--- config.mk ---
export PLATFORM = sky130hd
export DESIGN_NAME = scalar_mult_ctrl_flat
export DESIGN_NICKNAME = d
export VERILOG_FILES = /design/src/rtl/scalar_mult_ctrl_if.sv /design/src/rtl/scalar_mult_ctrl.sv /design/src/flat_wrapper.sv
export SDC_FILE = /design/constraint.sdc
export NUM_CORES = 1
export LEC_CHECK = 0
export CELL_PAD_IN_SITES_DETAIL_PLACEMENT = 1
export CELL_PAD_IN_SITES_GLOBAL_PLACEMENT = 2
export CORE_ASPECT_RATIO = 1.2
export CORE_MARGIN = 5
export CORE_UTILIZATION = 28
export CTS_CLUSTER_SIZE = 24
export DETAILED_ROUTE_END_ITERATION = 10
export GPL_ROUTABILITY_DRIVEN = 0
export PLACE_DENSITY_LB_ADDON = 0.1
export SYNTH_ARGS = -nofsm -noshare
export SYNTH_HDL_FRONTEND = slang
export SYNTH_SLANG_ARGS = --single-unit
--- constraint.sdc ---
create_clock -name i_clk -period 1.8 [get_ports i_clk]
set_clock_uncertainty 0.05 [all_clocks]
set_input_delay 0.36 -clock i_clk [delete_from_list [all_inputs] [get_ports i_clk]]
set_output_delay 0.36 -clock i_clk [all_outputs]
set_load 0.01 [all_outputs]
--- src/rtl/scalar_mult_ctrl_if.sv ---
// Handshake bundle between the scalar-multiply sequencer, the key shift stage
// and the point-arithmetic unit.
interface scalar_mult_ctrl_if #(
    parameter int CNT_W = 6
);
    logic             i_start;
    logic             i_k_bit;
    logic             o_bit_req;
    logic             i_bit_ack;
    logic             o_op_valid;
    logic [1:0]       o_op_code;
    logic             i_op_done;
    logic [CNT_W-1:0] o_bit_idx;
    logic             o_busy;
    logic             o_done;
    logic             o_zero_result;

    // Environment side: starts operations, serves scalar bits and point ops.
    modport master (
        output i_start, i_k_bit, i_bit_ack, i_op_done,
        input  o_bit_req, o_op_valid, o_op_code, o_bit_idx, o_busy, o_done, o_zero_result
    );

    modport slave (
        input  i_start, i_k_bit, i_bit_ack, i_op_done,
        output o_bit_req, o_op_valid, o_op_code, o_bit_idx, o_busy, o_done, o_zero_result
    );
endinterface

--- src/rtl/scalar_mult_ctrl.sv ---
// LSB-first double-and-add sequencer: walks the scalar one bit at a time and
// issues COPY/ADD/DOUBLE commands to an external point-arithmetic unit.
module scalar_mult_ctrl #(
    parameter int KEY_BITS = 32,
    parameter int CNT_W    = 6
) (
    input logic              i_clk,
    input logic              i_rst,
    scalar_mult_ctrl_if.slave bus
);
    typedef enum logic [3:0] {
        IDLE, SAMPLE, ISSUE_A, WAIT_A, ISSUE_D, WAIT_D, REQ, WAIT_ACK, FINISH
    } state_t;

    typedef enum logic [1:0] {
        OP_NONE   = 2'b00,
        OP_COPY   = 2'b01,
        OP_ADD    = 2'b10,
        OP_DOUBLE = 2'b11
    } op_t;

    localparam logic [CNT_W-1:0] LAST_IDX = CNT_W'(KEY_BITS - 1);

    state_t           state_q, state_d;
    logic [CNT_W-1:0] bit_idx_q;
    logic             acc_loaded_q;
    logic             zero_q;
    logic             last_bit;
    op_t              op_code;

    assign last_bit = (bit_idx_q == LAST_IDX);

    // NOTE: every variable in a combinational block gets a default before the
    // case statement, so no path can leave it unassigned and infer a latch.
    always_comb begin
        state_d = state_q;
        unique case (state_q)
            IDLE:     if (bus.i_start) state_d = SAMPLE;
            SAMPLE: begin
                if (bus.i_k_bit)   state_d = ISSUE_A;
                else if (last_bit) state_d = FINISH;
                else               state_d = ISSUE_D;
            end
            ISSUE_A:  state_d = WAIT_A;
            WAIT_A:   if (bus.i_op_done) state_d = last_bit ? FINISH : ISSUE_D;
            ISSUE_D:  state_d = WAIT_D;
            WAIT_D:   if (bus.i_op_done) state_d = REQ;
            REQ:      state_d = WAIT_ACK;
            WAIT_ACK: if (bus.i_bit_ack) state_d = SAMPLE;
            FINISH:   state_d = IDLE;
            default:  state_d = IDLE;
        endcase
    end

    // NOTE: sequential state uses non-blocking assignments so every register
    // sees the pre-edge values of the others, independent of statement order.
    always_ff @(posedge i_clk or posedge i_rst) begin
        if (i_rst) begin
            state_q      <= IDLE;
            bit_idx_q    <= '0;
            acc_loaded_q <= 1'b0;
            zero_q       <= 1'b0;
        end else begin
            state_q <= state_d;
            if (state_q == IDLE && bus.i_start) begin
                bit_idx_q    <= '0;
                acc_loaded_q <= 1'b0;
                zero_q       <= 1'b0;
            end
            if (state_q == ISSUE_A)
                acc_loaded_q <= 1'b1;
            if (state_q == WAIT_ACK && bus.i_bit_ack)
                bit_idx_q <= bit_idx_q + CNT_W'(1);
            // Latched on entry to FINISH so it is valid alongside o_done.
            if (state_d == FINISH)
                zero_q <= ~acc_loaded_q;
        end
    end

    always_comb begin
        op_code = OP_NONE;
        if (state_q == ISSUE_A)      op_code = acc_loaded_q ? OP_ADD : OP_COPY;
        else if (state_q == ISSUE_D) op_code = OP_DOUBLE;
    end

    assign bus.o_op_valid    = (state_q == ISSUE_A) || (state_q == ISSUE_D);
    assign bus.o_op_code     = op_code;
    assign bus.o_bit_req     = (state_q == REQ);
    assign bus.o_done        = (state_q == FINISH);
    assign bus.o_busy        = (state_q != IDLE);
    assign bus.o_bit_idx     = bit_idx_q;
    assign bus.o_zero_result = zero_q;
endmodule

--- src/flat_wrapper.sv ---
// flat-port wrapper written by rule: the top's interface ports become plain ports
module scalar_mult_ctrl_flat 
#(
    parameter int KEY_BITS = 32,
    parameter int CNT_W    = 6
)
  (i_clk, i_rst, bus_i_start, bus_i_k_bit, bus_i_bit_ack, bus_i_op_done, bus_o_bit_req, bus_o_op_valid, bus_o_op_code, bus_o_bit_idx, bus_o_busy, bus_o_done, bus_o_zero_result);
  scalar_mult_ctrl_if #(.CNT_W(CNT_W)) bus_i ();
  input logic i_clk;
  input logic i_rst;
  input wire logic [$bits(bus_i.i_start)-1:0] bus_i_start;
  input wire logic [$bits(bus_i.i_k_bit)-1:0] bus_i_k_bit;
  input wire logic [$bits(bus_i.i_bit_ack)-1:0] bus_i_bit_ack;
  input wire logic [$bits(bus_i.i_op_done)-1:0] bus_i_op_done;
  output wire logic [$bits(bus_i.o_bit_req)-1:0] bus_o_bit_req;
  output wire logic [$bits(bus_i.o_op_valid)-1:0] bus_o_op_valid;
  output wire logic [$bits(bus_i.o_op_code)-1:0] bus_o_op_code;
  output wire logic [$bits(bus_i.o_bit_idx)-1:0] bus_o_bit_idx;
  output wire logic [$bits(bus_i.o_busy)-1:0] bus_o_busy;
  output wire logic [$bits(bus_i.o_done)-1:0] bus_o_done;
  output wire logic [$bits(bus_i.o_zero_result)-1:0] bus_o_zero_result;
  assign bus_i.i_start = bus_i_start;
  assign bus_i.i_k_bit = bus_i_k_bit;
  assign bus_i.i_bit_ack = bus_i_bit_ack;
  assign bus_i.i_op_done = bus_i_op_done;
  assign bus_o_bit_req = bus_i.o_bit_req;
  assign bus_o_op_valid = bus_i.o_op_valid;
  assign bus_o_op_code = bus_i.o_op_code;
  assign bus_o_bit_idx = bus_i.o_bit_idx;
  assign bus_o_busy = bus_i.o_busy;
  assign bus_o_done = bus_i.o_done;
  assign bus_o_zero_result = bus_i.o_zero_result;
  scalar_mult_ctrl #(.KEY_BITS(KEY_BITS), .CNT_W(CNT_W)) u_core (.i_clk(i_clk), .i_rst(i_rst), .bus(bus_i));
endmodule
==> results.toml <==
[status]
status = "complete, no violations"

[setup_path]
r2r_end = "u_core.bus.o_bit_idx[5]$_DFFE_PP0P_"
worst-setup-path-type = "register to output port"
cp.required_ns = 1.39
reg2reg_slack_ns = 0.15
path_max_fanout = 4
critPathTopFamily = "flip-flops"
crit_buf_inv = 2
path_cells = "buf_4 -> nor2_1 -> and3_1 -> clkdlybuf4s15_1"
worstSetupStartpointType = "register"
worst-path-stages = 4
end_kind = "output port"
critPathMaxStageDelay_ns = 0.45
reg2reg_depth = 6
endpoint = "bus_o_done"
slowest_stage = "dfrtp_2"
startpoint = "u_core.state_q[1]$_DFF_PP0_"
cp.arrival_ns = 1.34
r2r-start = "u_core.state_q[3]$_DFF_PP0_"

[power_and_ir_drop]
p_switching_uw = 632
pwr-share-clk_pct = 10.4
swShare_pct = 40.6
p_comb_share_pct = 60.1
seqPwrFrac_pct = 29.4
leakage_nw = 0.478
p_int_uw = 923
powerDensity_nw_per_um2 = 1400
ir_drop_mv = 0.611

[synthesis]
ys_seq_area_share_pct = 40.3
yosysWarnings = 0
syn_area_sq_um = 746
yosysTopAreaCell = "dfrtp_1"
yosysTopAreaCellShare_pct = 40.3
syn_area_per_cell_sq_um = 9.56
yosys-top-cells-area = "dfrtp_1, nand2_1, nor3_1"
synth_nets = 85
syn_inst = 78
synthDistinctLibCells = 36
synth-seq-cells = 12

[finish]
diodes = 0
nFillCells = 335
layout_commonest_cell = "buf_4"
drive_gt1_share_pct = 36.2
fin_cells = 149
fin_util_pct = 43.6
area_growth_syn_to_layout_pct = 49.2
nNetsFinal = 125
final_cell_mix = "buf_4, nand2_1, clkdlybuf4s50_1"

[clock_tree]
cts_tree = "yes"
cts.root.buffer_cell = "clkbuf_4"
cts_buffers = 3
clock_latency_ns = 0.27
htreeDepth = 1
cts.clk_slew.worst_paths_ns = 0.08
cts_hold_buf = 0
cts.path.max_buffers = 2
clock-sinks = 12

[global_route]
antenna_found_initial = 0
grt_max_degree = 13
grt_use_total_pct = 12.4
grt_pass1_vias = 795
globalRoute.totalOverflow = 0
grt_pass1_wl_mm = 3.57

[detailed_routing]
wl_per_cell_um = 14.2
vias = 736
ant_nets = 0
drt-initial-drc-count = 5
wl_mm = 2.12
vias_per_cell = 4.94
first_pass_iters = 4
drc = 0

[run]
cap_violations = 0

[sta]
period_share_pct = 97.4
timing.slew.headroom_pct = 67.7
max_freq_mhz = 570
drv_slew = 0
rsz0062_at_grt = "true"
min_period_ns = 1.75
hold_viol = 0
setup_viol = 0
worstMarginPinSlew_ns = 0.484

[placed_design]
dp_hpwl_mm = 1.71
place.port_buffers = 18
dpl.cell_count = 141

[worst_hold_path]
min_path_type = "input pin to asynchronous set/reset pin"

[floorplan]
placementRows = 20
ios = 19
core_area_sq_um = 2550
die_x_um = 57.1
initial_core_util_pct = 29.2
die_area_sq_um = 3800
die_h_um = 66.5
-- metrics by stage --
step / total power, mW / setup WS [ns] / area, sq um / hold WS (ns) / setup TNS [ns]
after floorplan: 0.916 / 0.313 / 746 / 0.175 / 0
after global placement: 1.36 / -0.0726 / 1060 / 0.466 / -0.154
after detailed placement: 1.37 / -0.0540 / 1060 / 0.480 / -0.160
after CTS: 1.57 / -0.0533 / 1090 / 0.388 / -0.0533
after global routing: 1.68 / -0.00698 / 1110 / 0.429 / -0.0135
final: 1.56 / 0.0464 / 1110 / 0.360 / 0
-- cells by family (layout without fill, tap and decap cells) --
group	Yosys count	count (layout)	synth area share, %
AND/OR/NAND/NOR	33	33	25.8
AO/OA/AOI/OAI	20	20	21.0
flip-flops	12	12	40.3
buffers and inverters	8	46	6.04
adder cells (fa/ha/maj)	2	2	3.02
multiplexers	2	2	2.68
XOR/XNOR	1	1	1.17
-- flip-flops by register name (all words and copies together) (netlist names) --
signal,flops
u_core.acc_loaded_q,1
u_core.bus.o_bit_idx,6
u_core.bus.o_zero_result,1
u_core.state_q,4
-- worst min path at each step --
stage	depth (start not counted)	slack [ns]	to	start
2_1_floorplan	1	0.17	u_core.acc_loaded_q$_DFFE_PP0P_	i_rst
3_3_place_gp	2	0.47	u_core.bus.o_zero_result$_DFFE_PP0P_	u_core.bus.o_zero_result$_DFFE_PP0P_
3_5_place_dp	1	0.48	u_core.bus.o_bit_idx[3]$_DFFE_PP0P_	u_core.bus.o_bit_idx[3]$_DFFE_PP0P_
4_1_cts	2	0.39	u_core.bus.o_bit_idx[4]$_DFFE_PP0P_	i_rst
5_1_grt	2	0.43	u_core.bus.o_bit_idx[5]$_DFFE_PP0P_	i_rst
6_report	2	0.36	u_core.bus.o_bit_idx[0]$_DFFE_PP0P_	i_rst
-- routing by layer --
metal  track usage [%]  wire [um]  vias up  share of wire [%]
li1                  -          -      364                  -
met1              13.2        839      355                 40
met2              24.1       1180       15                 56
met3              1.36         71        2                3.3
met4              5.22         26        0                1.2
met5                 0          0        -                  0
-- cell type report --
type / instances / area [sq um] / share of cell area (%)
Multi-Input combinational cell: 58 / 414 / 37.2
Timing Repair Buffer: 39 / 317 / 28.5
Sequential cell: 12 / 303 / 27.2
Tap cell: 33 / 41.3 / 3.71
Clock buffer: 3 / 22.5 / 2.02
Inverter: 4 / 15.0 / 1.35
-- synth_stat cells, drive strengths merged --
library cell,number
a211oi,3
a21o,1
a21oi,1
a22o,2
a22oi,1
a32o,1
and3,2
buf,3
clkbuf,1
dfrtp,12
ha,1
inv,4
maj3,1
mux2i,2
nand2,12
nand2b,2
nand3,4
nor2,4
nor2b,1
nor3,5
nor4,2
o2111ai,1
o211ai,1
o21a,1
o21ai,5
o22ai,1
o31ai,1
o41ai,1
or3,1
xor2,1
-- repair_timing --
item,in CTS,in global routing
setup endpoints to repair,6,4
resized for setup,18,8
pin swaps,0,1
buffers inserted,3,2
-- power by group through the flow --
stage	Clock, mW	Sequential (mW)	Combinational [mW]
final	0.162	0.458	0.935
after global routing	0.179	0.473	1.03
after CTS	0.168	0.457	0.941
after detailed placement	0	0.468	0.899
after global placement	0	0.469	0.893
after floorplan	0	0.421	0.496
(Power assumes the default switching activity.)
